==> src/rtl/hazard_stall_ctrl.sv <==
// -----------------------------------------------------------------------------
// hazard_stall_ctrl
//
// Central sequencing controller for the 5-stage RV32 pipeline. It decides, each
// cycle, which pipeline registers load, which load a bubble, and whether the PC
// advances. Three hazard sources are handled:
//   - load-use (load in EX feeding a source operand of the instruction in ID)
//   - taken branch / jump redirect resolved in EX
//   - instruction / data memory busy-wait
//
// Parameters
//   REG_ADDR_W       register address width
//   LOAD_USE_STALLS  bubbles per load-use hazard, legal 1..3
//                    (1 with MEM->EX forwarding, 2 without)
//
// Ports
//   CLK, RESET                 clock, synchronous active-high reset
//   ID_RS1, ID_RS2             source registers of the ID instruction
//   ID_USE_RS1, ID_USE_RS2     ID instruction really reads RS1 / RS2
//   EX_RD                      destination register of the EX instruction
//   EX_MEM_READ                load type in EX, nonzero = load
//   BRANCH_TAKEN               EX resolved a taken branch / jump
//   IMEM_BUSY_WAIT             instruction memory not ready
//   DMEM_BUSY_WAIT             data memory not ready
//   PC_WRITE                   PC update enable
//   IF_ID_EN .. MEM_WB_EN      stage register load enables
//   IF_ID_FLUSH, ID_EX_FLUSH   stage loads a bubble instead of its input
//   HAZARD_STATE               0 = RUN, 1 = LU_STALL
//
// Optional build macro HAZARD_PERF_CNT_EN adds three free-running 32-bit
// performance counters (LU_STALL_CNT, FLUSH_CNT, MEM_STALL_CNT). Without the
// macro those ports and their logic do not exist.
// -----------------------------------------------------------------------------
module hazard_stall_ctrl #(
  parameter int REG_ADDR_W      = 5,
  parameter int LOAD_USE_STALLS = 1
) (
  input  logic                  CLK,
  input  logic                  RESET,
  input  logic [REG_ADDR_W-1:0] ID_RS1,
  input  logic [REG_ADDR_W-1:0] ID_RS2,
  input  logic                  ID_USE_RS1,
  input  logic                  ID_USE_RS2,
  input  logic [REG_ADDR_W-1:0] EX_RD,
  input  logic [2:0]            EX_MEM_READ,
  input  logic                  BRANCH_TAKEN,
  input  logic                  IMEM_BUSY_WAIT,
  input  logic                  DMEM_BUSY_WAIT,
  output logic                  PC_WRITE,
  output logic                  IF_ID_EN,
  output logic                  ID_EX_EN,
  output logic                  EX_MEM_EN,
  output logic                  MEM_WB_EN,
  output logic                  IF_ID_FLUSH,
  output logic                  ID_EX_FLUSH,
  output logic                  HAZARD_STATE
`ifdef HAZARD_PERF_CNT_EN
  ,
  output logic [31:0]           LU_STALL_CNT,
  output logic [31:0]           FLUSH_CNT,
  output logic [31:0]           MEM_STALL_CNT
`endif
);

  typedef enum logic {
    RUN      = 1'b0,
    LU_STALL = 1'b1
  } state_t;

  // Counter value loaded when the first bubble is issued: the first bubble is
  // produced from RUN, the rest are counted down in LU_STALL.
  localparam logic [1:0] STALL_RELOAD = 2'(LOAD_USE_STALLS - 1);

  state_t     state;
  logic [1:0] cnt;

  logic lu_hazard;
  logic case_freeze;
  logic case_redirect;
  logic case_stall_cont;
  logic case_stall_new;
  logic case_fetch;

  // x0 is never a real destination, so EX_RD == 0 cannot create a hazard.
  function automatic logic lu_hazard_f(
    input logic [2:0]            mem_read,
    input logic [REG_ADDR_W-1:0] rd,
    input logic [REG_ADDR_W-1:0] rs1,
    input logic                  use_rs1,
    input logic [REG_ADDR_W-1:0] rs2,
    input logic                  use_rs2
  );
    return (mem_read != 3'd0) && (rd != '0) &&
           ((use_rs1 && (rs1 == rd)) || (use_rs2 && (rs2 == rd)));
  endfunction

  assign lu_hazard = lu_hazard_f(EX_MEM_READ, EX_RD, ID_RS1, ID_USE_RS1,
                                 ID_RS2, ID_USE_RS2);

  // One-hot priority decode: data-memory freeze beats redirect beats an
  // ongoing stall beats a new load-use stall beats a fetch bubble.
  assign case_freeze     = DMEM_BUSY_WAIT;
  assign case_redirect   = !DMEM_BUSY_WAIT && BRANCH_TAKEN;
  assign case_stall_cont = !DMEM_BUSY_WAIT && !BRANCH_TAKEN && (state == LU_STALL);
  assign case_stall_new  = !DMEM_BUSY_WAIT && !BRANCH_TAKEN && (state == RUN) &&
                           lu_hazard;
  assign case_fetch      = !DMEM_BUSY_WAIT && !BRANCH_TAKEN && (state == RUN) &&
                           !lu_hazard && IMEM_BUSY_WAIT;

  // Stage controls: combinational from registered state plus current inputs.
  always_comb begin
    PC_WRITE     = 1'b1;
    IF_ID_EN     = 1'b1;
    ID_EX_EN     = 1'b1;
    EX_MEM_EN    = 1'b1;
    MEM_WB_EN    = 1'b1;
    IF_ID_FLUSH  = 1'b0;
    ID_EX_FLUSH  = 1'b0;
    HAZARD_STATE = (state == LU_STALL);

    if (RESET) begin
      PC_WRITE     = 1'b0;
      IF_ID_EN     = 1'b0;
      ID_EX_EN     = 1'b0;
      EX_MEM_EN    = 1'b0;
      MEM_WB_EN    = 1'b0;
      IF_ID_FLUSH  = 1'b1;
      ID_EX_FLUSH  = 1'b1;
      HAZARD_STATE = 1'b0;
    end else if (case_freeze) begin
      PC_WRITE  = 1'b0;
      IF_ID_EN  = 1'b0;
      ID_EX_EN  = 1'b0;
      EX_MEM_EN = 1'b0;
      MEM_WB_EN = 1'b0;
    end else if (case_redirect) begin
      // PC loads the branch target; both younger instructions are squashed.
      IF_ID_FLUSH = 1'b1;
      ID_EX_FLUSH = 1'b1;
    end else if (case_stall_cont || case_stall_new) begin
      // Hold PC and IF/ID, push a bubble into EX, let the load advance.
      PC_WRITE    = 1'b0;
      IF_ID_EN    = 1'b0;
      ID_EX_FLUSH = 1'b1;
    end else if (case_fetch) begin
      // Fetch not ready: keep the PC and feed a bubble into ID.
      PC_WRITE    = 1'b0;
      IF_ID_FLUSH = 1'b1;
    end
  end

  // Load-use FSM: state and remaining-bubble counter.
  always_ff @(posedge CLK) begin
    if (RESET) begin
      state <= RUN;
      cnt   <= 2'd0;
    end else if (case_freeze) begin
      state <= state;
      cnt   <= cnt;
    end else if (case_redirect) begin
      state <= RUN;
      cnt   <= 2'd0;
    end else if (case_stall_cont) begin
      cnt <= cnt - 2'd1;
      if (cnt == 2'd1) begin
        state <= RUN;
      end
    end else if (case_stall_new) begin
      // With a single bubble the stall is fully served from RUN.
      if (LOAD_USE_STALLS > 1) begin
        state <= LU_STALL;
        cnt   <= STALL_RELOAD;
      end
    end
  end

`ifdef HAZARD_PERF_CNT_EN
  // Performance counters wrap naturally at 2^32.
  always_ff @(posedge CLK) begin
    if (RESET) begin
      LU_STALL_CNT  <= 32'd0;
      FLUSH_CNT     <= 32'd0;
      MEM_STALL_CNT <= 32'd0;
    end else begin
      if (case_stall_cont || case_stall_new) begin
        LU_STALL_CNT <= LU_STALL_CNT + 32'd1;
      end
      if (case_redirect) begin
        FLUSH_CNT <= FLUSH_CNT + 32'd1;
      end
      if (case_freeze) begin
        MEM_STALL_CNT <= MEM_STALL_CNT + 32'd1;
      end
    end
  end
`endif

endmodule

==> config.mk <==
export PLATFORM = sky130hd
export DESIGN_NAME = hazard_stall_ctrl
export DESIGN_NICKNAME = d
export VERILOG_FILES = /design/src/rtl/hazard_stall_ctrl.sv
export SDC_FILE = /design/constraint.sdc
export NUM_CORES = 1
export LEC_CHECK = 0
export CORE_AREA = 4 4 41 43
export DETAILED_ROUTE_END_ITERATION = 10
export DIE_AREA = 0 0 45 47
export GPL_TIMING_DRIVEN = 1
export PLACE_DENSITY = 0.68
export SLEW_MARGIN = 20
export SYNTH_ARGS = -nofsm -noshare
export SYNTH_HDL_FRONTEND = slang
export SYNTH_SLANG_ARGS = --single-unit
==> constraint.sdc <==
create_clock -name CLK -period 1.6 [get_ports CLK]
set_clock_uncertainty 0.05 [all_clocks]
set_input_delay 0.32 -clock CLK [delete_from_list [all_inputs] [get_ports CLK]]
set_output_delay 0.32 -clock CLK [all_outputs]
set_load 0.005 [all_outputs]
==> out/summary.txt, run 1 <==
========================================================================================
Gpl congestion                                                                     0.681
Required time worst endpoint                                                     1.23 ns
Cell at the slowest stage of the critical path                              sky130_fd_sc_hd__or4_4
Mapped cell area                                                                233 um^2
Floorplan core area                                                            1300 um^2
Most common cell after layout, fill and taps aside                          sky130_fd_sc_hd__clkdlybuf4s50_1
Max Cap Violations                                                                     0
Switching power                                                                  51.6 uW
Type of the tightest min-delay check                                              in2out
Seq_cells                                                                              0
Post-synth top area share                                                          37.6%
Cell type with the largest total area after synthesis                       sky130_fd_sc_hd__xnor2_1
Iteration-0 DRC count of the detailed router                                           2
Number of warning messages in the yosys log                                            0
Gr usage total                                                                     8.26%
First-pass GRT wire length                                                       1.37 mm
Net count after synthesis                                                             59
Total Die Area                                                                 2120 um^2
Peak supply drop                                                              0.000109 V
Post-Synth Adder-Cell Area                                                            0%
Total number of placement rows                                                        13
WL final                                                                          925 um
Die Y-Extent                                                                       47 um
Power per cell area                                                          247 nW/um^2
Vias                                                                                 354
Seq. cell area                                                                    0 um^2
Compound-gate portion of the synthesized area                                      25.3%
Ports                                                                                 33
Setup_tns                                                                       -1.36 ns
Clock Power Share                                                                     0%
Horiz. Die Dim                                                                     45 um
Switch share                                                                       35.0%
Number of instances in the placed design                                              83
Comb pwr share                                                                    100.0%
Layout cells sized above 1                                                         30.4%
Post-route DRC violation count                                                         0
Average via count per standard cell                                                 4.21
Mux contribution to synthesized area                                                  0%
Maximum clock rate                                                               509 MHz
Maximum cell stage delay along the critical path                                 0.54 ns
Worst setup path category                                                         in2out
Internal Pwr Total                                                               96.0 uW
Number of setup violations in the final report                                         4
CP cell instances                                                           buf_6, or4_4, o32ai_4, nor2_1, a221o_1, buf_2
Post-layout min period                                                           1.96 ns
Number of routed nets with antenna violations                                          0
P&R area growth vs syn                                                              157%
Final slew viol count                                                                  0
Seq pwr share                                                                         0%
Final total power                                                                 148 uW
Outcome                                                                     complete, but fails checks
Portion of the post-synthesis area used by sequential elements                        0%
Hold-fix buffer count after cts                                                        0
Detail-routed net length per standard cell                                       11.0 um
Synth unique cells                                                                    16
Final clock period utilization by the worst path                                    123%
Post-synthesis xor/xnor area fraction                                              37.6%
Remaining global-route overflow                                                        0
Violations in the final reports                                             setup timing
Type of destination of the critical path                                      output pin
Worst Setup Slack post-DPL                                                      -1.12 ns
Critical path data arrival time                                                  1.59 ns
Largest family of logic cells by synthesized area                           XOR/XNOR gates
Number of search-and-repair iterations in the first detailed-routing pass              4
Highest-count cells in the layout ignoring fill and taps                    16 x sky130_fd_sc_hd__clkdlybuf4s50_1, 10 x sky130_fd_sc_hd__xnor2_1, 7 x sky130_fd_sc_hd__buf_4
RSZ-0062 raised after global routing                                                 yes
CLK BUF                                                                                0
Via count of the first global-routing pass                                           343
Initial Utilization                                                                17.9%
Filler Cells Inserted                                                                158
Diode insertion count for antenna repair                                               0
Maximum number of pins on one net before global-route repair                           6
Number of standard cells after synthesis                                              34
Count of nets after finishing                                                         96
Post-route setup slack                                                         -0.363 ns
Area fraction in and, or, nand and nor cells after synthesis                       21.0%
Hold Fails Final Rpt                                                                   0
Leakage power total                                                             0.248 nW
Final Non-Filler Cells                                                                84
Average size of a mapped cell                                                  6.84 um^2
Worst Setup Start Kind                                                         input pin
Leading post-synthesis cells by cell area                                   sky130_fd_sc_hd__xnor2_1 38%, sky130_fd_sc_hd__buf_4 9.7%, sky130_fd_sc_hd__o32ai_2 7.0%, sky130_fd_sc_hd__nand4_1 5.4%, sky130_fd_sc_hd__inv_1 4.8%
Number of antenna violations at the first check in global routing                      0
Port Buffers                                                                          31
Hpwl dp                                                                           803 um
Worst Path Max Fanout                                                                  3
========================================================================================
==> path summary, 6_finish.rpt <==
kind,start,endpoint,cells after the start
worst max-delay path,EX_RD[3],ID_EX_FLUSH,6
worst min-delay path,RESET,ID_EX_FLUSH,3
==> critical path: cells and delay by family <==
family                 cells  cell delay (ns)
buffers and inverters      2             0.22
and+or+nand+nor            2             0.61
AOI/OAI and AO/OA          2             0.44
==> through the flow <==
stage	hold WS, ns	cell area [um^2]	util [%]
final	1.04	598	46.0
after global routing	1.06	598	46.0
after CTS	1.04	592	45.5
after detailed placement	1.66	599	46.1
after global placement	1.66	599	46.1
after floorplan	0.642	248	-
==> cell type report <==
| type | count | area [um^2] | area share [%] |
|---|---|---|---|
| inverters | 3 | 11.3 | 1.88 |
| repair buffers | 38 | 334 | 55.9 |
| well taps | 15 | 18.8 | 3.14 |
| multi-input cells | 28 | 234 | 39.1 |
==> synthesized netlist by cell type, drive strengths merged <==
cell type / instances
inv: 3
nand4: 2
nor3: 2
a21oi: 1
conb: 1
nand2: 2
a221oi: 1
o21ai: 1
o22ai: 1
a221o: 1
nor2: 3
or4: 1
buf: 3
a21boi: 1
o32ai: 1
xnor2: 10
==> power by group through the flow <==
stage               Clock (mW)  Sequential, mW  Combinational (mW)
floorplan                    0               0              0.0508
global placement             0               0               0.153
detailed placement           0               0               0.154
CTS                          0               0               0.147
global route                 0               0               0.160
finish                       0               0               0.148
==> metal layers <==
| metal | wire length (um) | global-route usage, % | vias to the layer above |
|---|---|---|---|
| met3 | 105 | 0.766 | 0 |
| met5 | 0 | 0 | - |
| met1 | 311 | 8.54 | 152 |
| met4 | 0 | 0 | 0 |
| li1 | - | - | 186 |
| met2 | 508 | 18.4 | 16 |
==> repair_timing <==
action	CTS	global route
resized for setup	45	1
setup buffers	1	0
endpoints found under the setup margin	7	4
pin swaps	7	5
==> logic make-up (layout without fill, tap and decap cells) <==
group	after synthesis	in the layout
and+or+nand+nor	10	10
other	1	1
AOI/OAI and AO/OA	7	7
buffers and inverters	6	41
xor gates and xnor gates	10	10
(Power assumes the default switching activity.)
==> run 2: changes to the inputs <==
SKIP_LAST_GASP = 1   (was not set)
==> out/summary.txt, run 2 (synthesis results as in run 1) <==
========================================================================================
Cell area reported after detailed placement                                     599 um^2   unchanged
Hold-fix buffer count after cts                                                        0   unchanged
Post-route DRC violation count                                                         0   unchanged
Min Hold Slack                                                                   1.04 ns   about the same
Ports                                                                                 33   unchanged
Final Non-Filler Cells                                                                84   unchanged
Highest-count cells in the layout ignoring fill and taps                    16 x sky130_fd_sc_hd__clkdlybuf4s50_1, 10 x sky130_fd_sc_hd__xnor2_1, 7 x sky130_fd_sc_hd__buf_4   unchanged
Number of search-and-repair iterations in the first detailed-routing pass              1   was 4
Worst Setup Start Kind                                                         input pin   unchanged
Max Cap Violations                                                                     0   unchanged
Floorplan core area                                                            1300 um^2   unchanged
Util after Layout                                                                  46.0%   unchanged
P&R area growth vs syn                                                              157%   unchanged
Power per cell area                                                          247 nW/um^2   about the same
Die Y-Extent                                                                       47 um   unchanged
CP cell instances                                                           buf_6, or4_4, o32ai_4, nor2_1, a221o_1, buf_2   unchanged
Critical path data arrival time                                                  1.59 ns   about the same
Worst Path Max Fanout                                                                  3   unchanged
CLK BUF                                                                                0   unchanged
Maximum clock rate                                                               509 MHz   about the same
Post-layout min period                                                           1.96 ns   about the same
Iteration-0 DRC count of the detailed router                                           0   was 2
Type of the tightest min-delay check                                              in2out   unchanged
RSZ-0062 raised after global routing                                                 yes   unchanged
Number of routed nets with antenna violations                                          0   unchanged
Type of destination of the critical path                                      output pin   unchanged
Total number of placement rows                                                        13   unchanged
Hold endpoint                                                                ID_EX_FLUSH   unchanged
Leakage power total                                                             0.248 nW   unchanged
Outcome                                                                     complete, but fails checks   unchanged
Maximum number of pins on one net before global-route repair                           6   unchanged
Number of antenna violations at the first check in global routing                      0   unchanged
Count of nets after finishing                                                         96   unchanged
Required time worst endpoint                                                     1.23 ns   about the same
Most common cell after layout, fill and taps aside                          sky130_fd_sc_hd__clkdlybuf4s50_1   unchanged
Port Buffers                                                                          31   unchanged
Final slew viol count                                                                  0   unchanged
First-pass GRT wire length                                                       1.37 mm   unchanged
Number of cells traversed by the worst hold path                                       3   unchanged
Diode insertion count for antenna repair                                               0   unchanged
Number of instances in the placed design                                              83   unchanged
Violations in the final reports                                             setup timing   unchanged
Cell area after layout                                                          598 um^2   unchanged
Number of setup violations in the final report                                         4   unchanged
Vias                                                                                 355   was 354
WL final                                                                          919 um   was 925 um
Maximum cell stage delay along the critical path                                 0.54 ns   about the same
Seq_cells                                                                              0   unchanged
Hpwl dp                                                                           803 um   unchanged
Horiz. Die Dim                                                                     45 um   unchanged
Via count of the first global-routing pass                                           343   unchanged
Gpl congestion                                                                     0.681   unchanged
Post-route setup slack                                                         -0.363 ns   about the same
Average via count per standard cell                                                 4.23   was 4.21
Peak supply drop                                                              0.000109 V   about the same
Setup_tns                                                                       -1.36 ns   about the same
Worst setup path category                                                         in2out   unchanged
Layout cells sized above 1                                                         30.4%   unchanged
Remaining global-route overflow                                                        0   unchanged
Hold Path Origin                                                                   RESET   unchanged
Total Die Area                                                                 2120 um^2   unchanged
Final clock period utilization by the worst path                                    123%   about the same
Hold Fails Final Rpt                                                                   0   unchanged
Initial Utilization                                                                17.9%   unchanged
Cell at the slowest stage of the critical path                              sky130_fd_sc_hd__or4_4   unchanged
Detail-routed net length per standard cell                                       10.9 um   was 11.0 um
Seq. cell area                                                                    0 um^2   unchanged
Worst Setup Slack post-DPL                                                      -1.12 ns   unchanged
Final total power                                                                 148 uW   about the same
Gr usage total                                                                     8.26%   unchanged
========================================================================================
run 2: cell counts in the layout (fill, tap and decap cells not counted):
No cell type changed its count.
run 2: power breakdown:
part | internal, mW | switching (mW) | leakage (nW) | total (mW)
combinational | 0.0960 | 0.0515 | 0.248 | 0.148
sequential | 0 | 0 | 0 | 0
clock | 0 | 0 | 0 | 0
run 2: worst max-delay path by stage:
stage                  end  cells past startpoint  slack (ns)     start
2_1_floorplan  ID_EX_FLUSH                      4       -0.12  EX_RD[1]
3_3_place_gp   IF_ID_FLUSH                      6       -1.07  EX_RD[1]
3_5_place_dp   IF_ID_FLUSH                      6       -1.12  EX_RD[1]
4_1_cts        ID_EX_FLUSH                      6       -0.38  EX_RD[4]
5_1_grt        ID_EX_FLUSH                      6       -0.42  EX_RD[3]
6_report       ID_EX_FLUSH                      6       -0.36  EX_RD[3]
run 2: cell type report:
class | instances | area [um^2]
fill | 158 | 703
timing repair buffer | 38 | 334
multi-input combinational | 28 | 234
tap | 15 | 18.8
inverter | 3 | 11.3
run 2: timing repair:
| item | in CTS | in global routing |
|---|---|---|
| setup endpoints to repair | 7 | 4 |
| pin swaps | 7 | 5 |
| cloned | 0 | 0 |
| resized for setup | 45 | 1 |
| buffers inserted | 1 | 0 |
run 2: metal layers:
| layer | track usage (%) | vias up | routed length, um |
|---|---|---|---|
| met3 | 0.766 | 0 | 105 |
| li1 | - | 186 | - |
| met1 | 8.54 | 153 | 301 |
| met2 | 18.4 | 16 | 513 |
| met4 | 0 | 0 | 0 |
| met5 | 0 | - | 0 |
run 2: critical path, delay by kind of cell:
kind / cells / cell delay [ns]
compound gates: 2 / 0.44
buf+inv: 2 / 0.22
simple gates: 2 / 0.61
==> run 3: changes to the inputs <==
--- a/constraint.sdc
+++ b/constraint.sdc
@@ -4,2 +4,2 @@
 set_output_delay 0.32 -clock CLK [all_outputs]
-set_load 0.005 [all_outputs]
+set_load 0.01 [all_outputs]
==> out/summary.txt, run 3 (synthesis results as in run 1) <==
========================================================================================
Outcome                                                                     complete, but fails checks   unchanged
Violations in the final reports                                             setup timing   unchanged
Power per cell area                                                          242 nW/um^2   was 247 nW/um^2
Count of nets after finishing                                                         97   was 96
Seq. cell area                                                                    0 um^2   unchanged
Hold-fix buffer count after cts                                                        0   unchanged
Peak supply drop                                                             0.0000982 V   was 0.000109 V
Number of antenna violations at the first check in global routing                      0   unchanged
Gpl congestion                                                                     0.686   was 0.681
Final slew viol count                                                                  0   unchanged
Internal Pwr Total                                                               87.3 uW   was 96.0 uW
Type of the tightest min-delay check                                              in2out   unchanged
Number of setup violations in the final report                                         4   unchanged
Leakage power total                                                             0.275 nW   was 0.248 nW
Floorplan core area                                                            1300 um^2   unchanged
Iteration-0 DRC count of the detailed router                                           1   was 0
P&R area growth vs syn                                                              154%   was 157%
Hold Fails Final Rpt                                                                   0   unchanged
Worst Setup Start Kind                                                         input pin   unchanged
Maximum clock rate                                                               518 MHz   was 509 MHz
Highest-count cells in the layout ignoring fill and taps                    16 x sky130_fd_sc_hd__dlygate4sd2_1, 10 x sky130_fd_sc_hd__xnor2_1, 8 x sky130_fd_sc_hd__buf_4   was 16 x sky130_fd_sc_hd__clkdlybuf4s50_1, 10 x sky130_fd_sc_hd__xnor2_1, 7 x sky130_fd_sc_hd__buf_4
Horiz. Die Dim                                                                     45 um   unchanged
Most common cell after layout, fill and taps aside                          sky130_fd_sc_hd__dlygate4sd2_1   was sky130_fd_sc_hd__clkdlybuf4s50_1
Clock Power Share                                                                     0%   about the same
Number of routed nets with antenna violations                                          0   unchanged
Seq_cells                                                                              0   unchanged
Critical path data arrival time                                                  1.56 ns   was 1.59 ns
Port Buffers                                                                          31   unchanged
CLK BUF                                                                                0   unchanged
Final clock period utilization by the worst path                                    121%   was 123%
Required time worst endpoint                                                     1.23 ns   about the same
Cell area after layout                                                          592 um^2   was 598 um^2
Switching power                                                                  56.0 uW   was 51.5 uW
Setup_tns                                                                       -1.05 ns   was -1.36 ns
Cell area reported after detailed placement                                     621 um^2   was 599 um^2
Number of instances in the placed design                                              84   was 83
Worst Setup Slack post-DPL                                                      -1.05 ns   was -1.12 ns
Comb pwr share                                                                    100.0%   about the same
Gr usage total                                                                     7.79%   was 8.26%
Final Non-Filler Cells                                                                85   was 84
Ports                                                                                 33   unchanged
Post-route setup slack                                                         -0.330 ns   was -0.363 ns
Util after Layout                                                                  45.5%   was 46.0%
Remaining global-route overflow                                                        0   unchanged
Total Die Area                                                                 2120 um^2   unchanged
Average via count per standard cell                                                 4.36   was 4.23
Switch share                                                                       39.1%   was 34.9%
Layout cells sized above 1                                                         32.9%   was 30.4%
Total number of placement rows                                                        13   unchanged
First-pass GRT wire length                                                       1.34 mm   was 1.37 mm
Worst setup path category                                                         in2out   unchanged
RSZ-0062 raised after global routing                                                 yes   unchanged
Die Y-Extent                                                                       47 um   unchanged
Maximum number of pins on one net before global-route repair                           6   unchanged
Diode insertion count for antenna repair                                               0   unchanged
Detail-routed net length per standard cell                                       10.7 um   was 10.9 um
Via count of the first global-routing pass                                           348   was 343
Hpwl dp                                                                           794 um   was 803 um
Seq pwr share                                                                         0%   about the same
Max Cap Violations                                                                     0   unchanged
Type of destination of the critical path                                      output pin   unchanged
Worst Path Max Fanout                                                                  3   unchanged
Post-route DRC violation count                                                         0   unchanged
Number of search-and-repair iterations in the first detailed-routing pass              2   was 1
Vias                                                                                 371   was 355
Initial Utilization                                                                17.9%   unchanged
Post-layout min period                                                           1.93 ns   was 1.96 ns
WL final                                                                          906 um   was 919 um
========================================================================================
[run 3: changes by cell type in the layout (fill, tap and decap cells not counted), sizes merged]
cell	delta
clkdlybuf4s50	-10
dlygate4sd2	+10
buf	+2
clkdlybuf4s15	-2
dlymetal6s2s	+1
[run 3: what timing repair did]
item	CTS	global route
setup endpoints to repair	7	4
cloned	0	0
pin swaps	15	4
setup buffers	1	0
gates resized for setup	51	2
[run 3: cell type report]
class	instances	area (um^2)
repair buffers	39	325
multi-input cells	28	236
inverters	3	11.3
well taps	15	18.8
fillers	148	709
[run 3: power groups by stage]
stage / clock network [mW] / logic (mW) / registers, mW
5_1_grt: 0 / 0.155 / 0
6_report: 0 / 0.143 / 0
2_1_floorplan: 0 / 0.0591 / 0
4_1_cts: 0 / 0.144 / 0
3_3_place_gp: 0 / 0.163 / 0
3_5_place_dp: 0 / 0.164 / 0
[run 3: path summary, 6_finish.rpt]
kind	from	end	slack [ns]	cells past startpoint
max	EX_RD[1]	ID_EX_FLUSH	-0.33	6
min	DMEM_BUSY_WAIT	IF_ID_FLUSH	1.10	3
[run 3: routing by layer]
metal  part of all wire, %  vias to the layer above  global-route usage, %
li1                      -                      191                      -
met1                    36                      163                   9.21
met2                    52                       17                   15.5
met3                    12                        0                   1.15
met4                     0                        0                      0
met5                     0                        -                      0
[run 3: per-stage QoR]
step           total power [mW]  hold slack, ns
2_1_floorplan            0.0591           0.644
3_3_place_gp              0.163            1.68
3_5_place_dp              0.164            1.68
4_1_cts                   0.144            1.09
5_1_grt                   0.155            1.12
6_report                  0.143            1.10
[run 3: critical path, stage by stage]
cell and delay (ns):
sky130_fd_sc_hd__buf_6 0.09, sky130_fd_sc_hd__or4_4 0.53, sky130_fd_sc_hd__o32ai_4 0.12, sky130_fd_sc_hd__nor2_1 0.06, sky130_fd_sc_hd__a221o_1 0.29, sky130_fd_sc_hd__buf_2 0.14
